$ cat src/rtl/neg_sample_framer.sv
// rtl/neg_sample_framer.sv - FIFO-buffered sample framer with post-frame idle gap
module neg_sample_framer #(
  parameter int N   = 8,
  parameter int K   = 16,
  parameter int D   = 16,
  parameter int GAP = 2
) (
  input  logic                 clk,
  input  logic                 rst,
  input  logic                 in_valid,
  input  logic [N-1:0]         in_data,
  input  logic                 ovf_clr,
  input  logic                 out_ready,
  output logic                 out_valid,
  output logic [N-1:0]         out_data,
  output logic                 frame_start,
  output logic                 frame_end,
  output logic [$clog2(D):0]   level,
  output logic                 overflow
);

  localparam int AW = $clog2(D);
  localparam int LW = AW + 1;
  localparam int FW = (K > 1) ? $clog2(K) : 1;
  localparam int GW = (GAP > 1) ? $clog2(GAP) : 1;

  localparam logic [1:0] S_IDLE   = 2'd0;
  localparam logic [1:0] S_STREAM = 2'd1;
  localparam logic [1:0] S_GAP    = 2'd2;

  logic [N-1:0]  mem [D];
  logic [AW-1:0] wp;
  logic [AW-1:0] rp;
  logic [FW-1:0] fc;
  logic [GW-1:0] gc;
  logic [1:0]    state;
  logic [LW-1:0] level_nxt;
  logic          full;
  logic          wr;
  logic          drop;
  logic          xfer;
  logic          last;

  // A full FIFO blocks the write even if a read frees a slot this cycle.
  assign full  = (level == LW'(D));
  assign wr    = in_valid & ~full;
  assign drop  = in_valid & full;
  assign xfer  = out_valid & out_ready;
  assign last  = (fc == FW'(K - 1));

  assign out_valid   = (state == S_STREAM);
  assign out_data    = mem[rp];
  assign frame_start = out_valid & (fc == '0);
  assign frame_end   = out_valid & last;

  always_comb begin
    level_nxt = level;
    case ({wr, xfer})
      2'b10:   level_nxt = level + LW'(1);
      2'b01:   level_nxt = level - LW'(1);
      default: level_nxt = level;
    endcase
  end

  always_ff @(posedge clk) begin
    if (wr) mem[wp] <= in_data;
  end

  always_ff @(posedge clk or posedge rst) begin
    if (rst) begin
      wp       <= '0;
      rp       <= '0;
      level    <= '0;
      fc       <= '0;
      gc       <= '0;
      state    <= S_IDLE;
      overflow <= 1'b0;
    end else begin
      level <= level_nxt;
      if (wr)   wp <= wp + AW'(1);
      if (xfer) rp <= rp + AW'(1);
      if (xfer) fc <= last ? '0 : fc + FW'(1);

      if (drop)         overflow <= 1'b1;
      else if (ovf_clr) overflow <= 1'b0;

      // fc survives underruns so a frame may straddle an IDLE stretch.
      case (state)
        S_IDLE: begin
          if (level != '0) state <= S_STREAM;
        end
        S_STREAM: begin
          if (xfer && last) begin
            state <= S_GAP;
            gc    <= GW'(GAP - 1);
          end else if (xfer && (level_nxt == '0)) begin
            state <= S_IDLE;
          end
        end
        S_GAP: begin
          if (gc == '0) state <= (level_nxt != '0) ? S_STREAM : S_IDLE;
          else          gc    <= gc - GW'(1);
        end
        default: state <= S_IDLE;
      endcase
    end
  end

endmodule

$ cat config.mk
export PLATFORM = sky130hd
export DESIGN_NAME = neg_sample_framer
export DESIGN_NICKNAME = d
export VERILOG_FILES = /design/src/rtl/neg_sample_framer.sv
export SDC_FILE = /design/constraint.sdc
export NUM_CORES = 1
export LEC_CHECK = 0
export BUFFER_PORTS_ARGS = -buffer_cell sky130_fd_sc_hd__buf_2
export CAP_MARGIN = 20
export CORE_MARGIN = 4
export CORE_UTILIZATION = 53
export CTS_CLUSTER_DIAMETER = 100
export DETAILED_ROUTE_END_ITERATION = 16
export PLACE_DENSITY = 0.74
export SLEW_MARGIN = 20
export SYNTH_ARGS = -nofsm -noshare
export SYNTH_HDL_FRONTEND = slang
export SYNTH_SLANG_ARGS = --single-unit
$ cat constraint.sdc
create_clock -name clk -period 3.4 [get_ports clk]
set_input_delay 0.17 -clock clk [delete_from_list [all_inputs] [get_ports clk]]
set_output_delay 0.17 -clock clk [all_outputs]
set_load 0.02 [all_outputs]
---- Yosys cells after proc, flatten, opt, wreduce, memory -nomap -nowiden ----
Memories as Yosys holds them, arrays and structs flattened.
Index checks and enable logic that the tools add are counted.
storage, ports and cells
  output and inout bits ................... 17
  bits in registers ....................... 21
  memory bits (writable) .................. 128
  logic and storage cells ................. 56
  memories ................................ 1
memories
  memory  depth  bits a word  read ports  clocked after Yosys merged registers in  write ports  RTL line  RTL
  mem     16     8            1           0                                        1            31        logic [N-1:0] mem [D];
operators by class
  muxes and demuxes ....................... 15
  reductions and logical operators ........ 11
  bitwise operators ....................... 6
  equal/unequal tests ..................... 10
  add/subtract/negate cells ............... 6
operator list
  cell                   count
  $add A4 B1 Y4 const B  3
  $pmux W5 S2            1
  $reduce_bool A5 Y1     2
  $mux W2                4
  $mux W1                7
  $pmux W2 S3            1
  $add A5 B1 Y5 const B  1
  $and A1 B1 Y1          5
  $eq A5 B5 Y1 const B   1
  $logic_not A5 Y1       1
  $sub A5 B1 Y5 const B  1
  $eq A2 B1 Y1 const B   2
  $eq A2 B2 Y1 const B   2
  $eq A4 B4 Y1 const B   1
  $logic_not A4 Y1       1
  $mux W4                1
  $ne A2 B2 Y1 const B   2
  $reduce_bool A2 Y1     2
  $ne A3 B1 Y1 const B   1
  $reduce_and A3 Y1      1
  $logic_and A1 B1 Y1    2
  $logic_not A2 Y1       1
  $ne A2 B1 Y1 const B   1
  $pmux W1 S2            1
  other kinds (3)        3

---- Depth between registers and ports, before layout ----
Gate-level depths: netlist of run 1.
  word-level depth ........................ 10
  gate-level depth with buffers ........... 13
  mapped depth without buffers ............ 11

---- Worst setup path before layout of run 1 ----
OpenSTA, ideal clock, no wires.
  kind .................................... register to register
  start ................................... register level[1]
  end ..................................... register state[0]
  arrival time ............................ 2.899 ns
  library setup time ...................... 0.129 ns
  data required time ...................... 3.271 ns
  cell stages (with the launch flop) ...... 12
  path slack .............................. 0.372 ns
  period minus slack after synthesis ...... 3.028 ns
  path through ............................ dfrtp_1 -> buf_2 -> nor4_1 -> a21boi_2 -> inv_1 -> ha_1 -> buf_2 -> xor2_1 -> ha_1 -> mux2_2 -> or3_1 -> o41a_1
on the way
  longest elaborated chain between the ends .. 9
ends and longest elaborated chain
  item                                                           RTL line  RTL
  from (decl)                                                    18        output logic [$clog2(D):0] level,
  from (signal assigned)                                         79        level <= level_nxt;
  $eq A5 B5 Y1                                                   45        assign full = (level == LW'(D));
  $not A1 Y1                                                     46        assign wr = in_valid & ~full;
  $and A1 B1 Y1                                                  46
  $eq A2 B1 Y1 / $eq A2 B2 Y1 (equally long branches)            58        case ({wr, xfer})
  $pmux W5 S2 (*)                                                58
  named net level_nxt[1]                                         37        logic [LW-1:0] level_nxt;
  $reduce_bool A5 Y1 / $logic_not A5 Y1 (equally long branches)  101, 96
  $mux W1 / $logic_and A1 B1 Y1 (equally long branches)          101, 96
  $mux W2 / $ne A3 B1 Y1 (equally long branches)                 -
  $pmux W2 S3 / $reduce_and A3 Y1 (equally long branches)        -
  to (signal assigned)                                           101       if (gc == '0) state <= (level_nxt != '0) ? S_STREAM : S_IDLE;
  to (decl)                                                      36        logic [1:0] state;
The timed path passes the listed nets; every way through them passes the cells marked *. The select of a mux whose other input is x is not followed.
A chain may end at the register's enable or synchronous reset.

---- Worst setup path in the final report of run 1 ----
  start ................................... register state[0]
  end ..................................... register state[0]
on the way
  longest elaborated chain between the ends .. 8
ends and longest elaborated chain
  item                                                           RTL line  RTL
  $eq A2 B1 Y1 (*)                                               51        assign out_valid = (state == S_STREAM);
  $and A1 B1 Y1 (*)                                              48        assign xfer = out_valid & out_ready;
  named net xfer                                                 41        logic xfer;
  $eq A2 B1 Y1 / $eq A2 B2 Y1 (equally long branches)            58
  $pmux W5 S2 (*)                                                58
  named net level_nxt[4]                                         37
  $reduce_bool A5 Y1 / $logic_not A5 Y1 (equally long branches)  101, 96
  $mux W1 / $logic_and A1 B1 Y1 (equally long branches)          101, 96
  $mux W2 / $ne A3 B1 Y1 (equally long branches)                 -
  $pmux W2 S3 / $reduce_and A3 Y1 (equally long branches)        -
Marks and branches as above.

==> results.ini, run 1 <==
[routing]
drt_wl_total_um = 11600
drc = 0
drt-pass1-iter-count = 5
drt_iter0_drc = 353
routedWlPerCell_um = 22.5
num_vias = 3062
ant_nets = 0
via_per_inst = 5.96

[logic_synthesis]
synth_edf_count = 128
yosysSeqAreaShare_pct = 70.8
syn_inst = 315
synth_top_family_by_area = multiplexers
synth_xor_area_share_pct = 1.85
synth_fa_ha_area_share_pct = 2.03
async_flop_share_pct = 14.1
synth_cell_types = 41
ys_seq_elements = 149
yosys_warnings = 0
synth_mux_area_share_pct = 16.6
synth_area_per_cell_um2 = 19.6
netlist_area_um2 = 6170
ys.flop_type = edfxtp_1
synth_compound_area_share_pct = 2.54
mappedNetlistNets = 338
synthSimpleGateAreaFrac_pct = 4.08

[cells_and_area]
drive_above_1_share_pct = 21.6
area_growth_pct = 14.7
stdcell_area_um2 = 7080
fin_cells = 514
fin_nets = 381
diodes = 0

[floorplan]
die_w_um = 116
pin_count = 30
rows = 39
start_util_pct = 54.0
core_um2 = 11400
die_h_um = 116
die-area_um2 = 13400

[setup_path]
critical-path-top-delay-family = compound AO/OA/AOI/OAI gates
path_max_fanout = 10
start_kind = register
path_cells = nor2b_1 -> nand2_1 -> clkinv_1 -> ha_1 -> xor2_1 -> ha_1 -> o2111ai_1 -> o2111ai_1 -> xnor2_1 -> o41a_1
path_class = reg2reg
slowest_stage = dfrtp_1
max_stage_delay_ns = 0.41
rrSetupSlack_ns = 0.35
worstPathArrival_ns = 3.34
cp_num_buf_inv = 1
worstPathRequired_ns = 3.69
end_kind = register

[grt]
grt_pass1_vias = 3089
gr-usage-all-layers_pct = 18.5
grt_max_degree = 34
grt_pass1_wl_um = 17800
gr-total-overflow = 0
antenna_found_initial = 0

[power_and_ir_drop]
peakVddDrop_mv = 0.378
p_leak_nw = 2.51
power.density_nw_per_um2 = 868
power_mw = 6.14

[timing]
final.min_clock_period_ns = 3.05
fin_ws_ns = 0.351
timing.fmax_ghz = 0.328
setup_viol = 0
slew-limit-headroom_pct = 32.6
tightestPinTransition_ns = 1.01
skew_ns = 0.00853
setup_tns_ns = 0
slew_viol_final = 0
period_share_pct = 89.7
final_hold_viol_count = 0
rsz0062_at_grt = no

[min_path]
hold_class = in2reg

[placement]
io_buffers = 29
place_ws_ns = 0.280
dpl_cell_area_um2 = 6470
dp_cells = 480
gp_congestion = 0.817
dp_hpwl_um = 7100

[clock_tree]
htreeDepth = 4
cts-root-buf = clkbuf_16
path_clk_slew_ns = 0.06
cts_tree = done
clk_latency_ns = 0.41
clock-sinks = 149
cts.path.max_buffers = 2
numCtsBuffers = 17

[job]
cap_violations = 0

[outcome]
outcome = completed

## logic make-up (layout without fill, tap and decap cells)
group | count (synthesis) | after routing
flip-flops | 149 | 149
XOR/XNOR | 13 | 13
adder cells (fa/ha/maj) | 10 | 10
AND/OR/NAND/NOR | 55 | 55
multiplexers | 41 | 41
AO/OA/AOI/OAI | 23 | 23
buffers and inverters | 24 | 80
## layout by cell type, fill, tap and decap left out, drive strengths merged, types with 4 or more instances in the layout
cell type / netlist / layout
edfxtp: 128 / 128
mux4: 40 / 40
buf: 9 / 36
dfrtp: 21 / 21
nand2: 18 / 18
clkbuf: 5 / 18
nor2: 16 / 16
inv: 9 / 13
xnor2: 11 / 11
ha: 10 / 10
o21ai: 8 / 8
nor3: 5 / 5
clkinv: 1 / 5
a21oi: 4 / 4
clkinvlp: 0 / 4
## what timing repair did
| item | in CTS | in global routing |
|---|---|---|
| endpoints found under the setup margin | 0 | 1 |
| hold buffers | 2 | 0 |
| gates resized for setup | 0 | 1 |
| setup buffers | 0 | 0 |
| hold endpoints to repair | 22 | 0 |
## Yosys cell counts, types with 2 or more instances
| library cell | instances | share of area, % |
|---|---|---|
| edfxtp_1 | 128 | 62 |
| mux4_1 | 30 | 13 |
| dfrtp_1 | 21 | 8.5 |
| nand2_1 | 18 | 1.1 |
| nor2_1 | 16 | 0.97 |
| xnor2_1 | 11 | 1.6 |
| ha_1 | 10 | 2.0 |
| mux4_2 | 10 | 3.7 |
| inv_1 | 9 | 0.55 |
| o21ai_0 | 8 | 0.65 |
| clkbuf_1 | 5 | 0.30 |
| nor3_1 | 5 | 0.41 |
| a21oi_1 | 4 | 0.32 |
| buf_1 | 3 | 0.18 |
| buf_6 | 3 | 0.55 |
| nand3_1 | 3 | 0.24 |
| buf_2 | 2 | 0.16 |
| nand2b_1 | 2 | 0.20 |
| nand4_1 | 2 | 0.20 |
| nor2b_1 | 2 | 0.20 |
| o2111ai_1 | 2 | 0.28 |
| xor2_1 | 2 | 0.28 |
## worst register-to-register path, delay by kind of cell, from the launching register on
family          cells  cell delay, ns
compound gates      3            0.83
fa+ha+maj           2            0.66
flops               1            0.41
xor+xnor            2            0.38
simple gates        2            0.35
buf+inv             1            0.29
## area by class of cell
cell class | count | area, µm²
timing repair buffer | 38 | 230
clock buffer | 18 | 429
sequential | 149 | 4370
multi-input combinational | 142 | 1680
fill | 802 | 4340
inverter | 10 | 37.5
tap | 143 | 179
clock inverter | 14 | 151
## state kept, by name, summed over array words and instances (netlist names)
| name | cells |
|---|---|
| fc | 4 |
| gc | 1 |
| level | 5 |
| mem | 128 |
| overflow | 1 |
| rp | 4 |
| state | 2 |
| wp | 4 |
## path summary, 6_finish.rpt
kind | end | start | depth (start not counted)
worst max-delay path | state[0] | state[0] | 10
worst min-delay path | overflow | in_valid | 3
worst max register to register | state[0] | state[0] | 10
min in group asynchronous | fc[2] | rst | 3
worst min register to register | fc[3] | fc[3] | 1
max in group asynchronous | rp[0] | rst | 3
## power by group
group / internal (mW) / switching [mW] / total, mW
clock network: 1.09 / 0.739 / 1.83
logic: 0.839 / 0.920 / 1.76
registers: 2.27 / 0.293 / 2.56
total: 4.19 / 1.95 / 6.14
## per-stage QoR
step	hold WS (ns)	util (%)
4_1_cts	0.0268	61.9
3_5_place_dp	0.361	56.7
6_report	0.0376	62.0
3_3_place_gp	0.347	56.7
2_1_floorplan	0.147	-
5_1_grt	0.0585	62.0
## metal layers
layer	track usage, %	vias up	part of all wire [%]
met3	5.17	12	6.1
met1	26.2	1578	44
met5	0	-	0
met4	4.80	0	0.99
met2	28.8	102	49
li1	-	1370	-
No activity file was read; power rests on OpenSTA's default activity.
==> run 2, diff against run 1 <==
--- a/config.mk
+++ b/config.mk
@@ -11,6 +11,7 @@
 export CORE_UTILIZATION = 53
 export CTS_CLUSTER_DIAMETER = 100
 export DETAILED_ROUTE_END_ITERATION = 16
+export MAX_ROUTING_LAYER = met4
 export PLACE_DENSITY = 0.74
 export SLEW_MARGIN = 20
 export SYNTH_ARGS = -nofsm -noshare
==> run 2 against run 1 <==
Against the previous run: worst setup slack better by 0.0015 ns; wire length hardly changed; register-to-register slack about the same; clock-buffer cell count did not move; cell count unchanged; clock power is essentially flat; non-clock buffer count did not move; sequential power barely moved; flip-flop and latch count is the same; first-iteration DRC count increased by 0.85%; critical path type unchanged; highest routed layer unchanged.
==> results.ini, run 2 (synthesized netlist as in run 1, its figures left out) <==
[setup_path]
worstPathRequired_ns = 3.69  ; about the same
path_class = reg2reg  ; unchanged
start_kind = register  ; unchanged
end_kind = register  ; unchanged
path_max_fanout = 10  ; unchanged
slowest_stage = dfrtp_1  ; unchanged
reg2reg_depth = 9  ; was 10
worstPathArrival_ns = 3.33  ; was 3.34 ns
max_stage_delay_ns = 0.41  ; about the same
path_cells = nor2b_1 -> nand2_1 -> clkinv_1 -> ha_1 -> xor2_1 -> ha_1 -> mux2_2 -> or3_1 -> o41a_1  ; was nor2b_1 -> nand2_1 -> clkinv_1 -> ha_1 -> xor2_1 -> ha_1 -> o2111ai_1 -> o2111ai_1 -> xnor2_1 -> o41a_1
cpMostUsedCell = ha_1
r2r-start = state[0]  ; unchanged
startpoint = state[0]  ; unchanged
rrSetupSlack_ns = 0.35  ; about the same

[timing]
tightestPinTransition_ns = 0.940  ; was 1.01 ns
setup_tns_ns = 0  ; unchanged
skew_ns = 0.00849  ; was 0.00853 ns
final_hold_viol_count = 0  ; unchanged
slew-limit-headroom_pct = 37.1  ; was 32.6%
rsz0062_at_grt = no  ; unchanged
timing.fmax_ghz = 0.328  ; about the same
final.min_clock_period_ns = 3.05  ; about the same
setup_viol = 0  ; unchanged
slew_viol_final = 0  ; unchanged
period_share_pct = 89.6  ; was 89.7%

[clock_tree]
cts_setup_buffers = 0  ; unchanged
clock-sinks = 149  ; unchanged
clk_latency_ns = 0.41  ; about the same
cts.path.max_buffers = 2  ; unchanged
cts-root-buf = clkbuf_16  ; unchanged
numCtsBuffers = 17  ; unchanged
path_clk_slew_ns = 0.06  ; about the same
cts_tree = done  ; unchanged
htreeDepth = 4  ; unchanged

[routing]
drt_wl_total_um = 11600  ; about the same
routedWlPerCell_um = 22.5  ; about the same
via_per_inst = 5.98  ; was 5.96
ant_nets = 0  ; unchanged
drc = 0  ; unchanged
drt-pass1-iter-count = 5  ; unchanged
met2_length_um = 5760  ; was 5670 µm
drt_iter0_drc = 356  ; was 353
wl_met1_um = 5090  ; was 5070 µm
num_vias = 3074  ; was 3062
route.met3.wl_um = 600  ; was 703 µm
top_layer = met4  ; unchanged

[floorplan]
pin_count = 30  ; unchanged
core_um2 = 11400  ; unchanged
die_w_um = 116  ; unchanged
die-area_um2 = 13400  ; unchanged
rows = 39  ; unchanged
die_h_um = 116  ; unchanged
start_util_pct = 54.0  ; unchanged

[outcome]
outcome = completed  ; unchanged

[cells_and_area]
fin_nets = 381  ; unchanged
area_growth_pct = 14.7  ; unchanged
reg.largest.list = mem x128, level x5  ; unchanged
final_cell_mix = 128 x edfxtp_1, 30 x mux4_1, 29 x buf_2, 20 x dfrtp_1, 18 x nand2_1  ; unchanged
largest_reg_flops = 128  ; unchanged
fill_cells = 802  ; unchanged
diodes = 0  ; unchanged
final_common_cell = edfxtp_1  ; unchanged
multi_input_area_um2 = 1680  ; unchanged
largest-register = mem  ; unchanged
drive_above_1_share_pct = 21.6  ; unchanged
stdcell_area_um2 = 7080  ; unchanged
seqCellArea_um2 = 4370  ; unchanged
fin_cells = 514  ; unchanged

[grt]
grt_max_degree = 34  ; unchanged
gr-usage-all-layers_pct = 19.0  ; was 18.5%
gr-total-overflow = 0  ; unchanged
grt_pass1_wl_um = 17700  ; was 17800 µm
grt_pass1_vias = 3109  ; was 3089
antenna_found_initial = 0  ; unchanged

[placement]
dpl_cell_area_um2 = 6470  ; unchanged
io_buffers = 29  ; unchanged
gp_congestion = 0.829  ; was 0.817
dp_cells = 480  ; unchanged
dp_hpwl_um = 7100  ; unchanged

[job]
cap_violations = 0  ; unchanged

[power_and_ir_drop]
power.density_nw_per_um2 = 869  ; was 868 nW/µm²
peakVddDrop_mv = 0.379  ; was 0.378 mV
p_leak_nw = 2.51  ; unchanged

[min_path]
hp-start = in_valid  ; unchanged
hold_depth = 3  ; unchanged
hold_class = in2reg  ; unchanged

-- run 2: cell counts in the layout (fill, tap and decap cells not counted) --
Identical to the previous run, type by type.
-- run 2: per-layer routing --
metal  GRT usage (%)  vias to the layer above
li1                -                     1372
met1            26.2                     1590
met2            28.7                       99
met3            4.13                       13
met4            6.03                        0
met5               -                        -
-- run 2: per-stage QoR --
step / util [%] / setup WS (ns) / hold WS, ns / total power, mW
5_1_grt: 62.0 / 0.152 / 0.0616 / 6.42
3_3_place_gp: 56.7 / 0.378 / 0.347 / 4.27
4_1_cts: 61.9 / 0.248 / 0.0268 / 6.17
2_1_floorplan: - / 0.372 / 0.147 / 3.84
6_report: 62.0 / 0.353 / 0.0383 / 6.15
3_5_place_dp: 56.7 / 0.280 / 0.361 / 4.35
-- run 2: cell type report --
| type | instances | area share (%) |
|---|---|---|
| inverter | 10 | 0.531 |
| tap | 143 | 2.53 |
| clock buffer | 18 | 6.07 |
| timing repair buffer | 38 | 3.25 |
| multi-input combinational | 142 | 23.7 |
| sequential | 149 | 61.8 |
| clock inverter | 14 | 2.14 |
-- run 2: critical path, delay by kind of cell, from the launching register on --
family | cells | cell delay [ns]
AOI/OAI and AO/OA | 1 | 0.37
xor gates and xnor gates | 1 | 0.19
adders and majority gates | 2 | 0.70
buffers and inverters | 1 | 0.28
DFF | 1 | 0.41
muxes | 1 | 0.27
and+or+nand+nor | 3 | 0.71
-- run 2: timing repair --
action                                 CTS  global route
setup endpoints to repair                0             1
endpoints found under the hold margin   22             0
hold buffers                             2             0
resized for setup                        0             1
-- run 2: final timing paths --
path | endpoint
setup / recovery | state[0]
hold / removal | overflow
setup reg to reg | state[0]
hold reg to reg | fc[3]
max in group asynchronous | rp[0]
min in group asynchronous | fc[2]
-- run 2: where the power goes --
| part | internal [mW] | leakage [nW] | switching, mW | total [mW] |
|---|---|---|---|---|
| combinational | 0.839 | 0.831 | 0.919 | 1.76 |
| sequential | 2.26 | 1.41 | 0.293 | 2.56 |
| clock | 1.09 | 0.272 | 0.744 | 1.83 |
| total | 4.19 | 2.51 | 1.96 | 6.15 |
==> run 3, diff against run 2 <==
--- a/config.mk
+++ b/config.mk
@@ -9,6 +9,7 @@
 export CAP_MARGIN = 20
 export CORE_MARGIN = 4
 export CORE_UTILIZATION = 53
+export CTS_BUF_LIST = sky130_fd_sc_hd__clkbuf_8
 export CTS_CLUSTER_DIAMETER = 100
 export DETAILED_ROUTE_END_ITERATION = 16
 export MAX_ROUTING_LAYER = met4
==> run 3 against run 2 <==
Against the previous run: first-iteration DRC count shrank 8.7%; combinational power is essentially flat; hold slack lost 0.015 ns; power shrank 8.3%; fmax is essentially flat; non-clock buffer count is the same; critical endpoint unchanged; largest cell class unchanged.
==> results.ini, run 3 (synthesized netlist as in run 1, its figures left out) <==
[floorplan]
core_um2 = 11400  ; unchanged
die_w_um = 116  ; unchanged
start_util_pct = 54.0  ; unchanged
rows = 39  ; unchanged
pin_count = 30  ; unchanged
die-area_um2 = 13400  ; unchanged
die_h_um = 116  ; unchanged

[setup_path]
r2r-start = state[0]  ; unchanged
path_cells = nor2b_1 -> nand2_1 -> clkinv_1 -> ha_1 -> xor2_1 -> ha_1 -> mux2_2 -> or3_1 -> o41a_1  ; unchanged
slowest_stage = dfrtp_1  ; unchanged
end_kind = register  ; unchanged
reg2reg_depth = 9  ; unchanged
max_stage_delay_ns = 0.42  ; was 0.41 ns
path_max_fanout = 10  ; unchanged
worst_r2r_endpoint = state[0]  ; unchanged
start_kind = register  ; unchanged
worstPathArrival_ns = 3.35  ; was 3.33 ns
rrSetupSlack_ns = 0.35  ; about the same
cpMostUsedCell = ha_1  ; unchanged
path_class = reg2reg  ; unchanged
worstPathRequired_ns = 3.70  ; was 3.69 ns

[min_path]
hold_depth = 3  ; unchanged
hold_class = in2reg  ; unchanged
hp-start = in_valid  ; unchanged
min_to = overflow  ; unchanged

[cells_and_area]
largest_reg_flops = 128  ; unchanged
fin_nets = 381  ; unchanged
final_cell_mix = 128 x edfxtp_1, 30 x mux4_1, 29 x buf_2, 20 x dfrtp_1, 18 x nand2_1  ; unchanged
stdcell_area_um2 = 6880  ; was 7080 µm²
drive_above_1_share_pct = 21.6  ; unchanged
final_common_cell = edfxtp_1  ; unchanged
reg.largest.list = mem x128, level x5  ; unchanged
diodes = 0  ; unchanged
largest-register = mem  ; unchanged
area_growth_pct = 11.6  ; was 14.7%

[routing]
drt_wl_total_um = 11300  ; was 11600 µm
drt-pass1-iter-count = 5  ; unchanged
num_vias = 3018  ; was 3074
via_per_inst = 5.87  ; was 5.98
routedWlPerCell_um = 21.9  ; was 22.5 µm
ant_nets = 0  ; unchanged
drt_iter0_drc = 325  ; was 356
drc = 0  ; unchanged

[power_and_ir_drop]
p_sw_share_pct = 33.4  ; was 31.8%
power_mw = 5.64  ; was 6.15 mW
switchingPower_mw = 1.88  ; was 1.96 mW
p_int_mw = 3.76  ; was 4.19 mW
power_frac_comb_pct = 31.2  ; was 28.6%
peakVddDrop_mv = 0.376  ; was 0.379 mV
seqPwrFrac_pct = 45.2  ; was 41.6%
pwr-share-clk_pct = 23.6  ; was 29.8%
power.density_nw_per_um2 = 819  ; was 869 nW/µm²
p_leak_nw = 2.43  ; was 2.51 nW

[timing]
skew_ns = 0.0159  ; was 0.00849 ns
final_hold_viol_count = 0  ; unchanged
rsz0062_at_grt = no  ; unchanged
setup_tns_ns = 0  ; unchanged
hold_ws_ns = 0.0237  ; was 0.0383 ns
slew_viol_final = 0  ; unchanged
period_share_pct = 89.7  ; was 89.6%
timing.fmax_ghz = 0.328  ; about the same
setup_viol = 0  ; unchanged
final.min_clock_period_ns = 3.05  ; about the same
tightestPinTransition_ns = 0.940  ; about the same
slew-limit-headroom_pct = 37.1  ; about the same

[grt]
grt_pass1_vias = 3066  ; was 3109
busiest_layer = met2  ; unchanged
gr-usage-all-layers_pct = 18.5  ; was 19.0%
gr-total-overflow = 0  ; unchanged
grt_max_degree = 34  ; unchanged
met3_usage_pct = 3.97  ; was 4.13%
grt.met1_usage_pct = 26.4  ; was 26.2%
use_met2_pct = 27.5  ; was 28.7%
antenna_found_initial = 0  ; unchanged
grt_pass1_wl_um = 17500  ; was 17700 µm

[clock_tree]
cts_setup_buffers = 0  ; unchanged
cts-root-buf = clkbuf_8  ; was clkbuf_16
numCtsBuffers = 17  ; unchanged
clk_latency_ns = 0.43  ; was 0.41 ns
cts.path.max_buffers = 2  ; unchanged
clock-sinks = 149  ; unchanged
cts_tree = done  ; unchanged
htreeDepth = 4  ; unchanged
path_clk_slew_ns = 0.08  ; was 0.06 ns

[outcome]
outcome = completed  ; unchanged

[job]
cap_violations = 0  ; unchanged

[placement]
dp_hpwl_um = 7100  ; unchanged
dpl_cell_area_um2 = 6470  ; unchanged
io_buffers = 29  ; unchanged
gp_congestion = 0.829  ; unchanged

## run 3: cell types whose count changed in the layout (fill, tap and decap cells not counted)
cell       delta
clkbuf_1      -1
clkbuf_16    -17
clkbuf_8     +17
inv_1         +1
## run 3: worst max-delay path by stage
stage	from	cells after the start	endpoint
CTS	level[3]	9	state[0]
detailed placement	level[2]	9	state[0]
global route	state[0]	11	state[0]
floorplan	level[1]	11	state[0]
finish	state[0]	9	state[0]
global placement	level[3]	9	state[0]
## run 3: area by class of cell
type | instances | area (µm²)
repair buffers | 38 | 230
multi-input cells | 142 | 1680
clock inverters | 15 | 155
well taps | 143 | 179
inverters | 10 | 37.5
flip-flops and latches | 149 | 4370
clock buffers | 17 | 234
fillers | 817 | 4530
## run 3: power by group through the flow
stage	combinational, mW	clock [mW]	sequential, mW
6_report	1.76	1.33	2.55
2_1_floorplan	1.40	0	2.44
4_1_cts	1.77	1.34	2.55
5_1_grt	1.88	1.44	2.59
3_5_place_dp	1.76	0	2.59
3_3_place_gp	1.71	0	2.56
## run 3: through the flow
| step | setup WS, ns | util (%) | instances |
|---|---|---|---|
| 5_1_grt | 0.137 | 60.3 | 514 |
| 4_1_cts | 0.253 | 60.2 | 514 |
| 3_5_place_dp | 0.280 | 56.7 | 480 |
| 2_1_floorplan | 0.372 | - | 315 |
| 6_report | 0.352 | 60.3 | 514 |
| 3_3_place_gp | 0.378 | 56.7 | 480 |
## run 3: routing by layer
| metal | vias to the layer above | wire, µm | share of wire (%) |
|---|---|---|---|
| li1 | 1366 | - | - |
| met1 | 1546 | 5050 | 45 |
| met2 | 91 | 5500 | 49 |
| met3 | 15 | 588 | 5.2 |
| met4 | 0 | 123 | 1.1 |
| met5 | - | 0 | 0 |
## run 3: critical path, delay by kind of cell (launching register included)
family | cells | cell delay [ns]
fa+ha+maj | 2 | 0.70
simple gates | 3 | 0.70
mux | 1 | 0.27
buf+inv | 1 | 0.29
flops | 1 | 0.42
xor+xnor | 1 | 0.19
compound gates | 1 | 0.37
## run 3: what timing repair did
| action | in CTS | in global routing |
|---|---|---|
| resized for setup | 0 | 1 |
| hold buffers | 2 | 0 |
| setup endpoints to repair | 0 | 1 |
| hold endpoints to repair | 22 | 0 |
